### src/rtl/sar_seq_pkg.sv
// sar_seq_pkg: shared state encoding, default parameters and counter-width helper
// for the SAR conversion sequencer.
package sar_seq_pkg;

   typedef enum logic [1:0] {IDLE, SAMPLE, CONVERT, ACCUM} state_t;

   localparam int DEF_N_BITS         = 10;
   localparam int DEF_AVG_LOG2       = 2;
   localparam int DEF_SAMPLE_CYCLES  = 4;
   localparam int DEF_TIMEOUT_CYCLES = 64;
   localparam int DEF_FIFO_DEPTH     = 8;

   // bits needed to count 0..n-1, never less than one
   function automatic int cnt_w(input int n);
      return n < 2 ? 1 : $clog2(n);
   endfunction

   localparam int DEF_SAMPLE_W = cnt_w(DEF_SAMPLE_CYCLES);
   localparam int DEF_TIMEOUT_W = cnt_w(DEF_TIMEOUT_CYCLES);
   localparam int DEF_LEVEL_W = cnt_w(DEF_FIFO_DEPTH) + 1;

endpackage

### src/rtl/sar_result_fifo.sv
// sar_result_fifo: synchronous result FIFO with a registered head word and an
// occupancy counter one bit wider than the pointers.
module sar_result_fifo
   import sar_seq_pkg::*;
#(
   parameter int DEPTH = DEF_FIFO_DEPTH,
   parameter int WIDTH = DEF_N_BITS
) (
   input  logic                     clk,
   input  logic                     reset,
   input  logic                     push,
   input  logic                     pop,
   input  logic [WIDTH-1:0]         wdata,
   output logic [WIDTH-1:0]         rdata,
   output logic                     full,
   output logic                     empty,
   output logic [cnt_w(DEPTH):0]    level
);

   localparam int PW = cnt_w(DEPTH);
   localparam int LW = PW + 1;

   logic [WIDTH-1:0] mem [DEPTH];
   logic [PW-1:0]    wr_ptr;
   logic [PW-1:0]    rd_ptr;
   logic [PW-1:0]    rd_next;
   logic             do_push;
   logic             do_pop;

   assign full    = level == LW'(DEPTH);
   assign empty   = level == '0;
   assign do_pop  = pop && !empty;
   assign do_push = push && (!full || do_pop);
   assign rd_next = rd_ptr + 1'b1;

   always_ff @(posedge clk)
      if (do_push) mem[wr_ptr] <= wdata;

   // head register follows the word that will be at rd_ptr after this cycle
   always_ff @(posedge clk or negedge reset)
      if (!reset) begin
         wr_ptr <= '0;
         rd_ptr <= '0;
         level  <= '0;
         rdata  <= '0;
      end else begin
         if (do_push) wr_ptr <= wr_ptr + 1'b1;
         if (do_pop) rd_ptr <= rd_next;
         level <= level + LW'(do_push) - LW'(do_pop);
         if (do_push && (empty || (do_pop && level == LW'(1))))
            rdata <= wdata;
         else if (do_pop && level > LW'(1))
            rdata <= mem[rd_next];
      end

endmodule

### src/rtl/sar_conversion_sequencer.sv
// sar_conversion_sequencer: drives SAR ADC sample/convert cycles, averages results
// and streams them out through a small FIFO with timeout and overflow flags.
module sar_conversion_sequencer
   import sar_seq_pkg::*;
#(
   parameter int N_BITS         = DEF_N_BITS,
   parameter int AVG_LOG2       = DEF_AVG_LOG2,
   parameter int SAMPLE_CYCLES  = DEF_SAMPLE_CYCLES,
   parameter int TIMEOUT_CYCLES = DEF_TIMEOUT_CYCLES,
   parameter int FIFO_DEPTH     = DEF_FIFO_DEPTH
) (
   input  logic                          clk,
   input  logic                          reset,
   input  logic                          run,
   input  logic                          clr_flags,
   input  logic                          adc_eoc,
   input  logic [N_BITS-1:0]             adc_result,
   output logic                          adc_hold,
   output logic [N_BITS-1:0]             out_data,
   output logic                          out_valid,
   input  logic                          out_ready,
   output logic [$clog2(FIFO_DEPTH):0]   fifo_level,
   output logic                          busy,
   output logic                          overflow,
   output logic                          timeout_err
);

   localparam int SW  = cnt_w(SAMPLE_CYCLES);
   localparam int TW  = cnt_w(TIMEOUT_CYCLES);
   localparam int AGW = AVG_LOG2 < 1 ? 1 : AVG_LOG2;
   localparam int AW  = N_BITS + AVG_LOG2;

   state_t            state;
   logic [SW-1:0]     s_cnt;
   logic [TW-1:0]     t_cnt;
   logic [AGW-1:0]    a_cnt;
   logic [AW-1:0]     acc;
   logic [AW-1:0]     acc_sum;
   logic [N_BITS-1:0] sample;
   logic [N_BITS-1:0] push_data;
   logic              last;
   logic              push;
   logic              full;
   logic              empty;

   assign acc_sum   = acc + AW'(sample);
   assign push_data = N_BITS'(acc_sum >> AVG_LOG2);
   assign last      = a_cnt == AGW'((1 << AVG_LOG2) - 1);
   assign push      = state == ACCUM && last;
   assign busy      = state != IDLE;
   assign out_valid = !empty;

   always_ff @(posedge clk or negedge reset)
      if (!reset) begin
         state       <= IDLE;
         adc_hold    <= 1'b0;
         s_cnt       <= '0;
         t_cnt       <= '0;
         a_cnt       <= '0;
         acc         <= '0;
         sample      <= '0;
         overflow    <= 1'b0;
         timeout_err <= 1'b0;
      end else begin
         overflow    <= (overflow && !clr_flags) || (push && full && !out_ready);
         timeout_err <= timeout_err && !clr_flags;
         case (state)
            IDLE: begin
               acc   <= '0;
               a_cnt <= '0;
               s_cnt <= '0;
               if (run) state <= SAMPLE;
            end
            SAMPLE:
               if (s_cnt == SW'(SAMPLE_CYCLES - 1)) begin
                  state    <= CONVERT;
                  adc_hold <= 1'b1;
                  s_cnt    <= '0;
                  t_cnt    <= '0;
               end else
                  s_cnt <= s_cnt + 1'b1;
            CONVERT:
               // first CONVERT cycle may still see the previous conversion's eoc
               if (t_cnt != '0 && adc_eoc) begin
                  sample   <= adc_result;
                  adc_hold <= 1'b0;
                  state    <= ACCUM;
               end else if (t_cnt == TW'(TIMEOUT_CYCLES - 1)) begin
                  timeout_err <= 1'b1;
                  acc         <= '0;
                  a_cnt       <= '0;
                  adc_hold    <= 1'b0;
                  state       <= run ? SAMPLE : IDLE;
               end else
                  t_cnt <= t_cnt + 1'b1;
            ACCUM: begin
               acc   <= (last || !run) ? '0 : acc_sum;
               a_cnt <= (last || !run) ? '0 : a_cnt + 1'b1;
               state <= run ? SAMPLE : IDLE;
            end
            default: state <= IDLE;
         endcase
      end

   sar_result_fifo #(
      .DEPTH(FIFO_DEPTH),
      .WIDTH(N_BITS)
   ) u_fifo (
      .clk  (clk),
      .reset(reset),
      .push (push),
      .pop  (out_ready),
      .wdata(push_data),
      .rdata(out_data),
      .full (full),
      .empty(empty),
      .level(fifo_level)
   );

endmodule

### config.mk
export PLATFORM = sky130hd
export DESIGN_NAME = sar_conversion_sequencer
export DESIGN_NICKNAME = d
export VERILOG_FILES = /design/src/rtl/sar_seq_pkg.sv /design/src/rtl/sar_result_fifo.sv /design/src/rtl/sar_conversion_sequencer.sv
export SDC_FILE = /design/constraint.sdc
export NUM_CORES = 1
export LEC_CHECK = 0
export CORE_UTILIZATION = 30
export DETAILED_ROUTE_END_ITERATION = 7
export HOLD_SLACK_MARGIN = 0.12
export PLACE_DENSITY_LB_ADDON = 0.05
export REMOVE_ABC_BUFFERS = 1
export SYNTH_ARGS = -nofsm -noshare
export SYNTH_HDL_FRONTEND = slang
export SYNTH_SLANG_ARGS = --single-unit
### constraint.sdc
create_clock -name clk -period 5.22 [get_ports clk]
set_input_delay 1.044 -clock clk [delete_from_list [all_inputs] [get_ports clk]]
set_output_delay 1.044 -clock clk [all_outputs]
set_load 0.01 [all_outputs]
Yosys cells after proc, flatten, opt, wreduce, memory -nomap -nowiden

Memories as Yosys holds them, arrays and structs flattened.
Index checks and enable logic that the tools add are counted.

$add $sub $neg: 8
Multipliers: 0
Div/mod/pow operators: 0
Order comparisons: 1
Equality and inequality tests: 14
Shift-type cells: 0
Multiplexer cells: 31
Bitwise operators: 0
Reduce and logical (&&, ||, !) cells: 33

Operators with widths:

| cell                                           | count |
|---|---|
| two-way mux 12 bit                             | 3 |
| one-hot mux 12 bit (3 select lines)            | 1 |
| two-way mux 10 bit                             | 2 |
| two-way mux 6 bit                              | 3 |
| two-way mux 2 bit                              | 8 |
| adder 12 x 10 -> 12 bit                        | 1 |
| one-hot mux 6 bit (2 select lines)             | 1 |
| logical AND 1 bit                              | 11 |
| != test 2 bit (second input constant)          | 5 |
| two-way mux 1 bit                              | 9 |
| AND reduction 3 bit                            | 3 |
| == test 2 bit (second input constant)          | 4 |
| one-hot mux 2 bit (4 select lines)             | 1 |
| nonzero test 2 bit                             | 4 |
| adder 3 x 1 -> 3 bit (second input constant)   | 2 |
| adder 6 x 1 -> 6 bit (second input constant)   | 1 |
| == test 6 bit (second input constant)          | 1 |
| one-hot mux 2 bit (3 select lines)             | 1 |
| nonzero test 6 bit                             | 1 |
| logical NOT 1 bit                              | 5 |
| adder 2 x 1 -> 2 bit (second input constant)   | 2 |
| adder 4 x 1 -> 4 bit                           | 1 |
| == test 4 x 1 -> 1 bit (second input constant) | 1 |
| == test 4 bit (second input constant)          | 1 |
| 12 further kinds                               | 15 |

Register bits: 57
Bits in latches: 0
Bits in writable memories: 80
Bits in read-only memories: 0
Input bits: 16
Memories: 1

Memories:

| memory     | depth | bits a word | read ports | clocked after Yosys merged registers in | wr ports | line                  | text |
|---|---|---|---|---|---|---|---|
| u_fifo.mem | 8     | 10          | 1          | 0                                       | 1        | sar_result_fifo.sv:23 | `logic [WIDTH-1:0] mem [DEPTH];` |

Longest topological paths before layout

Gate-level depths: netlist of the first run.

Depth in word-level cells: 7
Depth in mapped cells: 11
Depth with buffers taken out: 11

Hierarchy

A second synthesis of the first run with hierarchy kept.

Cells, all modules: 453
Area total of the unflattened synthesis: 6332.3 um^2

Modules (own cells, without submodules):

| module                   | instances | cells each | area each (um^2) | seq. area each (um^2) |
|---|---|---|---|---|
| sar_result_fifo          | 1         | 226        | 4088.9           | 2902.8 |
| sar_conversion_sequencer | 1         | 227        | 2243.4           | 925.9 |

Worst setup path before layout of the first run

Ideal clock, no wire load.

Kind: input-to-reg
From: input port out_ready
To: memory u_fifo.mem[1][0] in the netlist's numbering (enable)
Data arrival time: 2397 ps
Data required time: 4830 ps
Path slack: 2433 ps
Stages: 4
Path buffers: 0
Cells stage by stage: nand2b_1 a31oi_1 nand2_1 nor3_1

Cells in the longest elaborated chain, start to end: 5

RTL lines:

| element                                 | line                           | text |
|---|---|---|
| start, declared                         | sar_conversion_sequencer.sv:21 | `input logic out_ready,` |
| logical AND 1 bit                       | sar_result_fifo.sv:32          | `assign do_pop = pop && !empty;` |
| logical OR 1 bit                        | sar_result_fifo.sv:33          | `assign do_push = push && (!full \|\| do_pop);` |
| logical AND 1 bit                       | sar_result_fifo.sv:33          |  |
| via u_fifo.do_push                      | sar_result_fifo.sv:27          | `logic do_push;` |
| two-way mux 1 bit                       | sar_result_fifo.sv:37          | `if (do_push) mem[wr_ptr] <= wdata;` |
| two-way mux 1 bit (not written as such) | sar_result_fifo.sv:37          |  |
| end, declared                           | sar_result_fifo.sv:23          |  |

The timed path passes the listed nets, and every way through them passes these cells.

Final worst setup path of the first run

From: input port out_ready
To: memory u_fifo.mem[2][1] in the netlist's numbering (enable)

The elaborated chain is that of the path after synthesis.

==> flow_summary_export.csv, run 1 <==
group,metric,value,unit
status,status,"finished, final reports clean",
detailed_routing,drtAntennaViolNets,0,
clock_network,post-cts-setup-buffers,0,
synth,synth_enable_flop_cells,80,
setup_path,cp_data_required_time,5.25,ns
setup_path,crit_top_cell,"nand2b_1",
detailed_routing,drt-wirelength-per-cell,19.35,um
setup_path,cpPeakStageDelay,0.88,ns
power,p_int,2.884,mW
sta,finalCriticalPeriod,3.375,ns
clock_network,cts_tree,"yes",
setup_path,startpoint_type,"input port",
clock_network,clock_path_buffers,2,
cells_and_area,multi_input_area,2367,sq um
power,p_sw,1.656,mW
detailed_routing,wirelength,15.13,mm
floorplan,ioPinCount,35,
clock_network,clk-insertion-delay-late,0.42,ns
setup_path,critPathKind,"in -> reg",
sta,fin_crit_sh,0.6465,
detailed_routing,vias_per_cell,4.890,
placed_design,gp_congestion,0.7783,
sta,finClkSkew,0.01118,ns
floorplan,start_util,0.3087,
cells_and_area,final_common_cell,"edfxtp_1",
clock_network,cts_inserted_buffers,17,
synth,ys_seq_area_frac,0.6070,
clock_network,clk_pin_slew,0.06,ns
detailed_routing,vias,3824,
cells_and_area,area_growth,20.33,%
floorplan,die_w,147.0,um
setup_path,cpMaxStageDelayCell,"nor2_1",
cells_and_area,fillers,2017,
power,seqPwrFrac,0.343,
setup_path,cp-startpoint,"out_ready",
sta,slew_headroom,0.2201,
cells_and_area,final_cell_mix,"edfxtp_1 (80), dfrtp_1 (57), nand2_1 (38), clkdlybuf4s50_1 (33), ha_1 (27)",
sta,hold_viol_final,0,
clock_network,root_buffer,"clkbuf_16",
sta,worst_pin_slew,1.166,ns
synth,ys_seq_elements,137,
placed_design,dp_worst_setup_slack,1.389,ns
synth,synthCells,447,
floorplan,dieHeight,147.0,um
placed_design,portBuffers,34,
sta,slew_viol_final,0,
clock_network,cts_resized,0,
power,combPwrFrac,0.389,
setup_path,arrival,3.40,ns
power,powerDensity,598.2,nW/um^2
floorplan,rows,52,
detailed_routing,drcViolationCount,0,
setup_path,cp_max_fo,10,
clock_network,cts_max_level,4,
sta,finalSetupTns,0,ns
setup_path,rr_startpoint,"u_fifo.level[2]$_DFF_PN0_",
flow_run,cap_violations,0,
power,p_leak,3.003,nW
detailed_routing,firstDrtPassIters,4,
cells_and_area,layout-drive-gt1-share,0.1641,
sta,fin_ws,1.845,ns
sta,max_freq,296.3,MHz
clock_network,cts_hold_buf,0,
global_routing,antenna_found_initial,0,
global_routing,grt.overflow.total,0,
cells_and_area,diodes,0,
synth,ys_async_sr_fraction,0.4161,
placed_design,placed_cells,750,
detailed_routing,detail_route.iter0.violations,230,
hold_path,hold_class,"reg -> reg",
hold_path,holdCritStartpoint,"a_cnt[0]$_DFFE_PN0P_",
placed_design,hpwl,10.33,mm
synth,synthFlopType,"edfxtp_1",
cells_and_area,regArea,3829,sq um
floorplan,die_area,21610,sq um
floorplan,core,20430,sq um
synth,yosysUniqueCellTypes,59,
cells_and_area,final_nets,544,
setup_path,crit_chain,"clkdlybuf4s50_1, nand2b_1, a31oi_1, nand2b_1, nor2_1",
global_routing,grt_pass1_vias,4031,
synth,netlist_area,6307,sq um
global_routing,grt_first_pass_wirelength,23.80,mm
synth,yosys_warnings,0,
cells_and_area,instances_no_fill,782,
setup_path,cp-end-kind,"flip-flop",
power,clkPwrFrac,0.268,
power,max-vdd-ir-drop,0.2658,mV
synth,syn_avg_cell_area,14.11,sq um
cells_and_area,final_util,0.3715,
sta,setup_viol,0,
sta,rsz0062_at_grt,"no",
clock_network,cts_num_sinks,137,
power,p_sw_frac,0.3647,
global_routing,grt_max_degree,58,
global_routing,grtUsageTotal,0.1506,
## Yosys cell counts (all sizes together), types with 2 or more instances
library cell	number	area [sq um]
a211o	3	26.28
a211oi	3	27.52
a21o	6	45.04
a21oi	18	90.09
a221o	6	60.06
a221oi	2	17.52
a22o	17	148.9
a31oi	3	18.77
and2	3	20.02
and3	6	40.03
buf	2	10.01
clkbuf	5	18.77
dfrtp	57	1426
edfxtp	80	2402
fa	2	40.04
ha	27	337.8
inv	22	82.58
mux2	16	180.2
mux2i	2	20.02
mux4	20	450.4
nand2	39	148.9
nand2b	10	62.56
nand3	11	60.06
nand3b	2	15.01
nor2	22	85.09
nor2b	4	25.02
nor3	2	10.01
o211ai	3	22.52
o21ai	15	86.33
o22ai	2	12.51
o31ai	2	15.01
or2	3	18.77
or4b	2	23.77
xnor2	9	78.83
xor2	7	61.31
## state kept, by name, summed over array words and instances, names as in the netlist, 3 cells and up
| name | flops |
|---|---|
| u_fifo.mem | 80 |
| acc | 12 |
| u_fifo.rd_ptr | 3 |
| u_fifo.rdata | 10 |
| sample | 10 |
| t_cnt | 6 |
| u_fifo.level | 4 |
| u_fifo.wr_ptr | 3 |
## critical path: cells and delay by family
family / cells / cell delay, ns
compound gates: 1 / 0.59
buf+inv: 1 / 0.58
simple gates: 3 / 1.19
## power by group through the flow
stage	combinational [mW]	clock [mW]	sequential, mW
global placement	1.80	0	1.58
finish	1.77	1.22	1.56
global route	1.96	1.29	1.58
detailed placement	1.80	0	1.59
CTS	1.81	1.25	1.57
floorplan	1.10	0	1.60
## cell type report
class | instances | area share
clock buffers | 17 | 0.05605
well taps | 270 | 0.04451
clock inverters | 15 | 0.02209
repair buffers | 40 | 0.05012
flip-flops and latches | 137 | 0.5045
inverters | 22 | 0.01088
multi-input cells | 281 | 0.3119
## cells by family (layout without fill, tap and decap cells)
| family | count (synthesis) | count (layout) | share of synthesized area |
|---|---|---|---|
| buf+inv | 29 | 94 | 0.01766 |
| flops | 137 | 137 | 0.6070 |
| simple gates | 107 | 107 | 0.08431 |
| xor+xnor | 16 | 16 | 0.02222 |
| fa+ha+maj | 29 | 29 | 0.05991 |
| compound gates | 91 | 91 | 0.1057 |
| mux | 38 | 38 | 0.1032 |
## final timing paths
check,to,depth (start not counted),slack [ns]
max in group asynchronous,state[0]$_DFFE_PN0P_,2,3.87
worst min register to register,a_cnt[0]$_DFFE_PN0P_,1,0.50
min in group asynchronous,adc_hold$_DFFE_PN0P_,2,0.78
worst max register to register,u_fifo.mem[2][1]$_DFFE_PP_,6,2.27
worst min-delay path,a_cnt[0]$_DFFE_PN0P_,1,0.50
worst max-delay path,u_fifo.mem[2][1]$_DFFE_PP_,5,1.85
## stage by stage
stage | power (mW) | instance area (sq um) | hold slack [ns]
after global placement | 3.387 | 6997 | 0.4811
after detailed placement | 3.390 | 6997 | 0.4919
after floorplan | 2.696 | 6279 | 0.4563
after global routing | 4.830 | 7590 | 0.5254
final | 4.540 | 7590 | 0.5017
after CTS | 4.628 | 7590 | 0.5097
## per-layer routing
layer	wire (um)	up-vias	GRT usage
li1	-	1819	-
met1	7305	1940	0.2025
met2	7280	54	0.2450
met3	427	11	0.02888
met4	117	0	0.04845
met5	0	-	0
No activity file was read; power rests on OpenSTA's default activity.
==> inputs of run 2 (changes only) <==
==> constraint.sdc (replaced) <==
create_clock -name clk -period 2.85 [get_ports clk]
set_input_delay 0.57 -clock clk [delete_from_list [all_inputs] [get_ports clk]]
set_output_delay 0.57 -clock clk [all_outputs]
set_load 0.01 [all_outputs]
==> run 2 against run 1 <==
Final area up 2.5%. Die area unchanged. Register-to-register slack worse by 2.0 ns. Largest power group unchanged.
==> flow_summary_export.csv, run 2 (synthesis results as in run 1) <==
group,metric,value,unit
sta,max_freq,392.7,MHz
sta,setup_viol,0,
detailed_routing,drcViolationCount,0,
global_routing,grt_first_pass_wirelength,23.96,mm
setup_path,rr_startpoint,"sample[0]$_DFFE_PN0N_",
floorplan,die_w,147.0,um
cells_and_area,area_growth,23.31,%
power,p_leak,3.133,nW
clock_network,cts_resized,0,
hold_path,hold_class,"in -> async",
setup_path,reg2reg_depth,8,
flow_run,cap_violations,0,
setup_path,arrival,2.90,ns
sta,finClkSkew,0.005404,ns
sta,finalCriticalPeriod,2.547,ns
floorplan,core,20430,sq um
cells_and_area,fillers,1968,
placed_design,hpwl,10.33,mm
detailed_routing,vias,3910,
detailed_routing,detail_route.iter0.violations,158,
clock_network,cts_tree,"yes",
clock_network,cts_inserted_buffers,17,
clock_network,clk_pin_slew,0.06,ns
setup_path,cp-startpoint,"sample[0]$_DFFE_PN0N_",
power,powerDensity,1071,nW/um^2
clock_network,cts_max_level,4,
setup_path,startpoint_type,"flip-flop",
global_routing,grt_max_degree,35,
detailed_routing,vias_per_cell,4.839,
setup_path,cp-end-kind,"flip-flop",
sta,hold_slack,0.1921,ns
global_routing,antenna_found_initial,0,
status,status,"finished, final reports clean",
placed_design,gp_congestion,0.7489,
floorplan,dieHeight,147.0,um
cells_and_area,largest_registers,"u_fifo.mem (80), acc (12)",
clock_network,clock_path_buffers,2,
floorplan,rows,52,
cells_and_area,largest_reg_flops,80,
floorplan,start_util,0.3087,
cells_and_area,largest-register,"u_fifo.mem",
power,max-vdd-ir-drop,0.5369,mV
cells_and_area,final_cell_mix,"edfxtp_1 (80), dfrtp_1 (57), nand2_1 (38), clkdlybuf4s50_1 (33), buf_4 (32)",
sta,rsz0062_at_grt,"no",
placed_design,portBuffers,34,
sta,slew_headroom,0.3783,
setup_path,regToRegSetupSlack,0.30,ns
floorplan,die_area,21610,sq um
setup_path,cp_data_required_time,3.20,ns
clock_network,clk-insertion-delay-late,0.41,ns
sta,fin_crit_sh,0.8935,
sta,hold_viol_final,0,
sta,worst_pin_slew,0.9292,ns
detailed_routing,firstDrtPassIters,4,
clock_network,post-cts-setup-buffers,0,
detailed_routing,drt-wirelength-per-cell,18.52,um
sta,finalSetupTns,0,ns
global_routing,grt_pass1_vias,4172,
clock_network,cts_hold_buf,0,
detailed_routing,wirelength,14.96,mm
cells_and_area,final_common_cell,"edfxtp_1",
floorplan,ioPinCount,35,
global_routing,grt.overflow.total,0,
cells_and_area,final_nets,571,
clock_network,root_buffer,"clkbuf_16",
clock_network,cts_num_sinks,137,
detailed_routing,drtAntennaViolNets,0,
global_routing,grtUsageTotal,0.1508,
cells_and_area,layout-drive-gt1-share,0.1970,
setup_path,cp_max_fo,10,
setup_path,critPathKind,"reg -> reg",
sta,slew_viol_final,0,
cells_and_area,diodes,0,
setup_path,reg2reg_to,"u_fifo.rdata[6]$_DFFE_PN0P_",
==> run 2: cell count changes in the layout (fill, tap and decap cells not counted) <==
cell      change
buf_4        +26
clkbuf_1      +4
inv_6         -4
clkbuf_8      +2
clkinv_4      -2
inv_8         -2
buf_12        +1
clkinv_2      +1
==> run 2: report_power, final <==
part	internal [mW]	switching [mW]
registers	2.63	0.212
clock network	1.32	0.802
logic	1.49	1.87
==> run 2: worst max-delay path: stages, from the launching register on <==
cell,delay (ns)
dfrtp_1,0.35
ha_1,0.19
inv_1,0.06
fa_1,0.40
nor2b_1,0.21
o2111ai_1,0.17
nand2_1,0.11
xor2_1,0.71
a221o_1,0.28
==> run 2: layer usage <==
layer,global-route usage,part of all wire,routed length (um)
met1,0.1986,0.48,7117
met2,0.2476,0.49,7292
met3,0.02702,0.019,289
met4,0.05773,0.018,263
met5,0,0,0
==> run 2: worst max path at each step <==
stage                     cells after the start                           to
final                                         8  u_fifo.rdata[6]$_DFFE_PN0P_
after global routing                          8  u_fifo.rdata[6]$_DFFE_PN0P_
after CTS                                     6  u_fifo.rdata[6]$_DFFE_PN0P_
after detailed placement                      6   u_fifo.mem[1][5]$_DFFE_PP_
after global placement                        6          acc[11]$_DFFE_PN0P_
after floorplan                               6  u_fifo.rdata[8]$_DFFE_PN0P_
==> run 2: layout make-up <==
type	instances	area, sq um	share of cell area
sequential	137	3829	0.4923
multi-input combinational	281	2367	0.3044
timing repair buffer	67	595.6	0.07658
clock buffer	23	467.9	0.06017
tap	270	337.8	0.04344
clock inverter	8	97.59	0.01255
inverter	22	82.58	0.01062
==> run 2: per-stage QoR <==
| step | power, mW | worst slack [ns] | area, sq um | cells | utilization |
|---|---|---|---|---|---|
| 6_report | 8.331 | 0.3035 | 7777 | 808 | 0.3807 |
| 5_1_grt | 8.913 | 0.1254 | 7777 | 808 | 0.3807 |
| 4_1_cts | 8.494 | 0.3237 | 7777 | 808 | 0.3807 |
| 3_5_place_dp | 6.323 | 0.1719 | 7212 | 777 | 0.3530 |
| 3_3_place_gp | 6.304 | 0.1577 | 7212 | 777 | 0.3530 |
| 2_1_floorplan | 4.937 | 0.1858 | 6279 | 440 | - |
==> patch 1 (flow settings as in run 2) <==
The package constant `DEF_N_BITS` goes from 10 to 20.
--- a/src/rtl/sar_seq_pkg.sv
+++ b/src/rtl/sar_seq_pkg.sv
@@ -4,7 +4,7 @@
 
    typedef enum logic [1:0] {IDLE, SAMPLE, CONVERT, ACCUM} state_t;
 
-   localparam int DEF_N_BITS         = 10;
+   localparam int DEF_N_BITS         = 20;
    localparam int DEF_AVG_LOG2       = 2;
    localparam int DEF_SAMPLE_CYCLES  = 4;
    localparam int DEF_TIMEOUT_CYCLES = 64;
Interface: changed (resized adc_result and out_data); port bits go from 35 to 55. No check against the original RTL was run, so the function may have changed too.
==> patch 1 against run 2 <==
  * The run now ends with DRC left
  * Synthesized area grew 73%
  * Synthesized cell count grew 66%
  * Sequential cell count grew 110
  * Routed wire length grew 85%
  * Total power grew 85%
  * Cell area grew 71%
  * Worst setup slack lost 0.14 ns
  * Non-clock buffer count grew 34
  * Highest routed layer unchanged
==> patch 1: results (changes against run 2) <==
largest net degree at the start of global routing 63 (+80%); pre-CTS setup slack -0.0957 ns (-0.268 ns); Longest Clk Path Bufs 3 (+1); Total Wirelength 27600 um (+85%); Routed met2 length 13500 um (+85%); Final GP Congestion 0.794 (+6.0%); failing checks DRC; routing usage on met2 0.262 (+0.0143); synth top area cells edfxtp_1 44%, dfrtp_1 20%, mux4_2 8.3%; P_leak 5.09 nW (+63%); status finished with violations; Gate power share 0.426 (+0.023); CTS buffer count 29 (+12); DRC Markers 1 (+1); Post-synth EDFFs 160 (+100%); H-tree Lvls 1 (-3); Worst path max stage delay 0.50 ns (-0.21 ns); drt pass-1 iters 7 (+3); Slowest-stage cell, CP xnor2_1; switching power 5.68 mW (+97%); met3 usage 0.0191 (-0.00792); GRT Total Usage 0.154 (+0.00350); min-delay worst type register to register; Worst EP arrival 3.09 ns (+0.19 ns); crit-path leading delay family compound AO/OA/AOI/OAI gates; Met1 Routed Length 12400 um (+75%); top flop regs u_fifo.mem (160), acc (22); Seq/Total Area, Yosys 0.641 (+0.0336); critical path peak fanout 8 (-2)
-- patch 1: worst paths after layout --
path	start	endpoint	slack [ns]
worst max-delay path	sample[4]	u_fifo.mem[6][13]	0.17
worst min-delay path	u_fifo.rd_ptr[1]	u_fifo.rd_ptr[1]	0.50
worst max register to register	sample[4]	u_fifo.mem[6][13]	0.17
worst min register to register	u_fifo.rd_ptr[1]	u_fifo.rd_ptr[1]	0.50
max in group asynchronous	reset	u_fifo.rd_ptr[0]	1.60
min in group asynchronous	reset	sample[15]	0.52
-- patch 1: layout make-up --
cell class              count  area, sq um
fillers                  3404        22400
flip-flops and latches    247         6980
clock inverters            20          131
well taps                 461          577
inverters                  24         90.1
multi-input cells         437         3780
repair buffers            101          956
clock buffers              34          754
-- patch 1: kinds of logic (layout without fill, tap and decap cells) --
| logic type | Yosys count | after routing | synth area share |
|---|---|---|---|
| adders and majority gates | 39 | 39 | 0.0462 |
| xor gates and xnor gates | 30 | 30 | 0.0241 |
| DFF | 247 | 247 | 0.641 |
| buffers and inverters | 58 | 179 | 0.0220 |
| AOI/OAI and AO/OA | 141 | 141 | 0.0916 |
| muxes | 64 | 64 | 0.107 |
| and+or+nand+nor | 163 | 163 | 0.0681 |
-- patch 1: repair_timing --
action                                  4_1_cts  5_1_grt
hold endpoints to repair                     25        0
hold buffers                                  1        0
setup buffers                                 0        2
resized for setup                             2       10
pin swaps                                     0        1
endpoints found under the setup margin       20       95
gates cloned                                  0        0
-- patch 1: worst min-delay path: cells and delay by family (launching register included) --
family / cells / cell delay (ns)
flops: 1 / 0.35
simple gates: 2 / 0.12
-- patch 1: stage by stage --
stage	std cells	instance area (sq um)	setup TNS (ns)
finish	1324	13300	0
global route	1324	13300	-0.0197
CTS	1322	13200	0
detailed placement	1267	12300	-0.698
global placement	1267	12300	0
floorplan	708	10700	-37.86
==> patch 2 (config.mk and constraints of run 2) <==
Made on the original files. Make the reset (`reset`) synchronous in 2 clocked blocks.
--- a/src/rtl/sar_result_fifo.sv
+++ b/src/rtl/sar_result_fifo.sv
@@ -37,7 +37,7 @@
       if (do_push) mem[wr_ptr] <= wdata;
 
    // head register follows the word that will be at rd_ptr after this cycle
-   always_ff @(posedge clk or negedge reset)
+   always_ff @(posedge clk)
       if (!reset) begin
          wr_ptr <= '0;
          rd_ptr <= '0;
--- a/src/rtl/sar_conversion_sequencer.sv
+++ b/src/rtl/sar_conversion_sequencer.sv
@@ -50,7 +50,7 @@
    assign busy      = state != IDLE;
    assign out_valid = !empty;
 
-   always_ff @(posedge clk or negedge reset)
+   always_ff @(posedge clk)
       if (!reset) begin
          state       <= IDLE;
          adc_hold    <= 1'b0;
Function: differs if reset is asserted again (counterexample within 4 cycles, from zero or initial values and one cycle with reset low); with reset held inactive, the same outputs for 10 cycles.
==> patch 2 against run 2 <==
  * Worst hold slack improved by 0.28 ns
  * Utilization decreased by 0.42 points
  * Sequential cell count unchanged
  * Routed wire length decreased by 0.74%
  * Worst setup slack improved by 0.0082 ns
  * Cell area decreased by 2.4%
  * Synthesized area decreased by 2.4%
  * Via count increased by 5.7%
  * Synthesized cell count increased by 14%
  * First-iteration DRC count increased by 23%
  * Highest routed layer unchanged
Power is not compared: it rests on default switching activity, and its combinational part moved more than twofold at a synthesized area within 25%.
==> patch 2: results (changes against run 2) <==
vias in the first global route 4175 (+0.072%); Slowest-stage cell, CP xor2_1; DR vias 4134 (+5.7%); Final GP Congestion 0.755 (+0.83%); WL/cell 17.4 um (-6.3%); Top reg by flops u_fifo.mem; Reg clk slew, reported paths 0.07 ns; reg-to-reg endpoint u_fifo.mem[5][6]; mux share of post-synthesis cell area 0.0943 (-0.00886); Critical R2R Launch acc[0]; Worst Hold Slack 0.470 ns (+0.278 ns); initial antenna violation count 0 (unchanged); drt pass-1 iters 4 (unchanged); Final #Nets 614 (+7.5%); worst slew pin tran 0.753 ns (-0.176 ns); status complete, no violations; drt initial violations 194 (+23%); largest net degree at the start of global routing 22 (-37%); Commonest cells post-synth 80 x edfxtp_1, 57 x dfxtp_1, 50 x nor2_1; Yosys cell types 55 (-6.8%); min-delay worst type register to register; Post-synth EDFFs 80 (unchanged); post-synthesis adder-cell area fraction 0.0532 (-0.00667); # port buffers 34 (unchanged); Worst EP arrival 2.68 ns (-0.22 ns); DP HPWL 10300 um (about the same); Seq/Total Area, Yosys 0.575 (-0.0315); asr flop ratio synth 0 (-0.416); clk_skew 0.0131 ns (+0.00767 ns); Post-Synth XOR/XNOR Area 0.0171 (-0.00515); layout cells sized above 1 0.147 (-0.0503); first-pass GRT wire length 23700 um (-1.2%); total gr overflow 0 (unchanged); Compound-Gate Fraction of Synth Area 0.114 (+0.00786); synth top area cells edfxtp_1 39%, dfxtp_1 19%, mux4_2 7.3%; hold path endpoint u_fifo.rd_ptr[1]; GRT Total Usage 0.150 (-0.000514); Reg2Reg Depth 8 (unchanged); pre-CTS setup slack 0.256 ns (+0.0841 ns); Worst path max stage delay 0.47 ns (-0.24 ns); critical path peak fanout 8 (-2)
patch 2: cell count changes in the layout (fill, tap and decap cells not counted), sizes merged, moves of 7 or more:
cell	run 2	this run
a21oi	18	42
a22o	17	0
dfrtp	57	0
dfxtp	0	57
inv	22	29
mux2	16	0
mux2i	2	13
nor2	22	50
patch 2: how the worst max path moves through the flow:
stage | start | endpoint | slack, ns | depth (start not counted)
4_1_cts | acc[0] | u_fifo.mem[1][6] | 0.29 | 8
3_3_place_gp | out_ready | u_fifo.level[2] | 0.30 | 9
2_1_floorplan | u_fifo.rd_ptr[0] | u_fifo.rdata[9] | 0.08 | 5
6_report | acc[0] | u_fifo.mem[5][6] | 0.31 | 8
5_1_grt | acc[0] | u_fifo.mem[0][6] | 0.09 | 8
3_5_place_dp | out_ready | u_fifo.level[2] | 0.26 | 9
patch 2: logic make-up after synthesis:
| group | Yosys count |
|---|---|
| compound gates | 107 |
| xor+xnor | 12 |
| fa+ha+maj | 25 |
| buf+inv | 38 |
| flops | 137 |
| mux | 33 |
| simple gates | 158 |
patch 2: area by class of cell:
class                   instances  area [sq um]
fillers                      1981         12600
flip-flops and latches        137          3540
multi-input cells             335          2470
repair buffers                 62           563
clock buffers                  17           425
well taps                     270           338
clock inverters                15           181
inverters                      20          75.1
patch 2: layer usage:
metal	vias to the layer above	track usage	routed length, um
li1	2041	-	-
met1	2035	0.198	7070
met2	49	0.244	7260
met3	9	0.0314	365
met4	0	0.0521	156
met5	-	0	0
patch 2: worst max-delay path: cells and delay by family (launching register included):
family	cells	cell delay, ns
buffers and inverters	1	0.06
adder cells (fa/ha/maj)	2	0.58
flip-flops	1	0.34
AND/OR/NAND/NOR	1	0.18
AO/OA/AOI/OAI	3	0.62
XOR/XNOR	1	0.47
patch 2: through the flow:
| step | cell area, sq um | instances |
|---|---|---|
| floorplan | 6080 | 492 |
| global placement | 6990 | 824 |
| detailed placement | 6990 | 824 |
| CTS | 7590 | 856 |
| global route | 7590 | 856 |
| finish | 7590 | 856 |
patch 2: power by group:
| part | leakage (nW) | internal, mW | switching (mW) |
|---|---|---|---|
| Combinational | 1.28 | 0.553 | 0.603 |
| Clock | 0.300 | 1.33 | 0.927 |
| Sequential | 1.20 | 2.13 | 0.0523 |
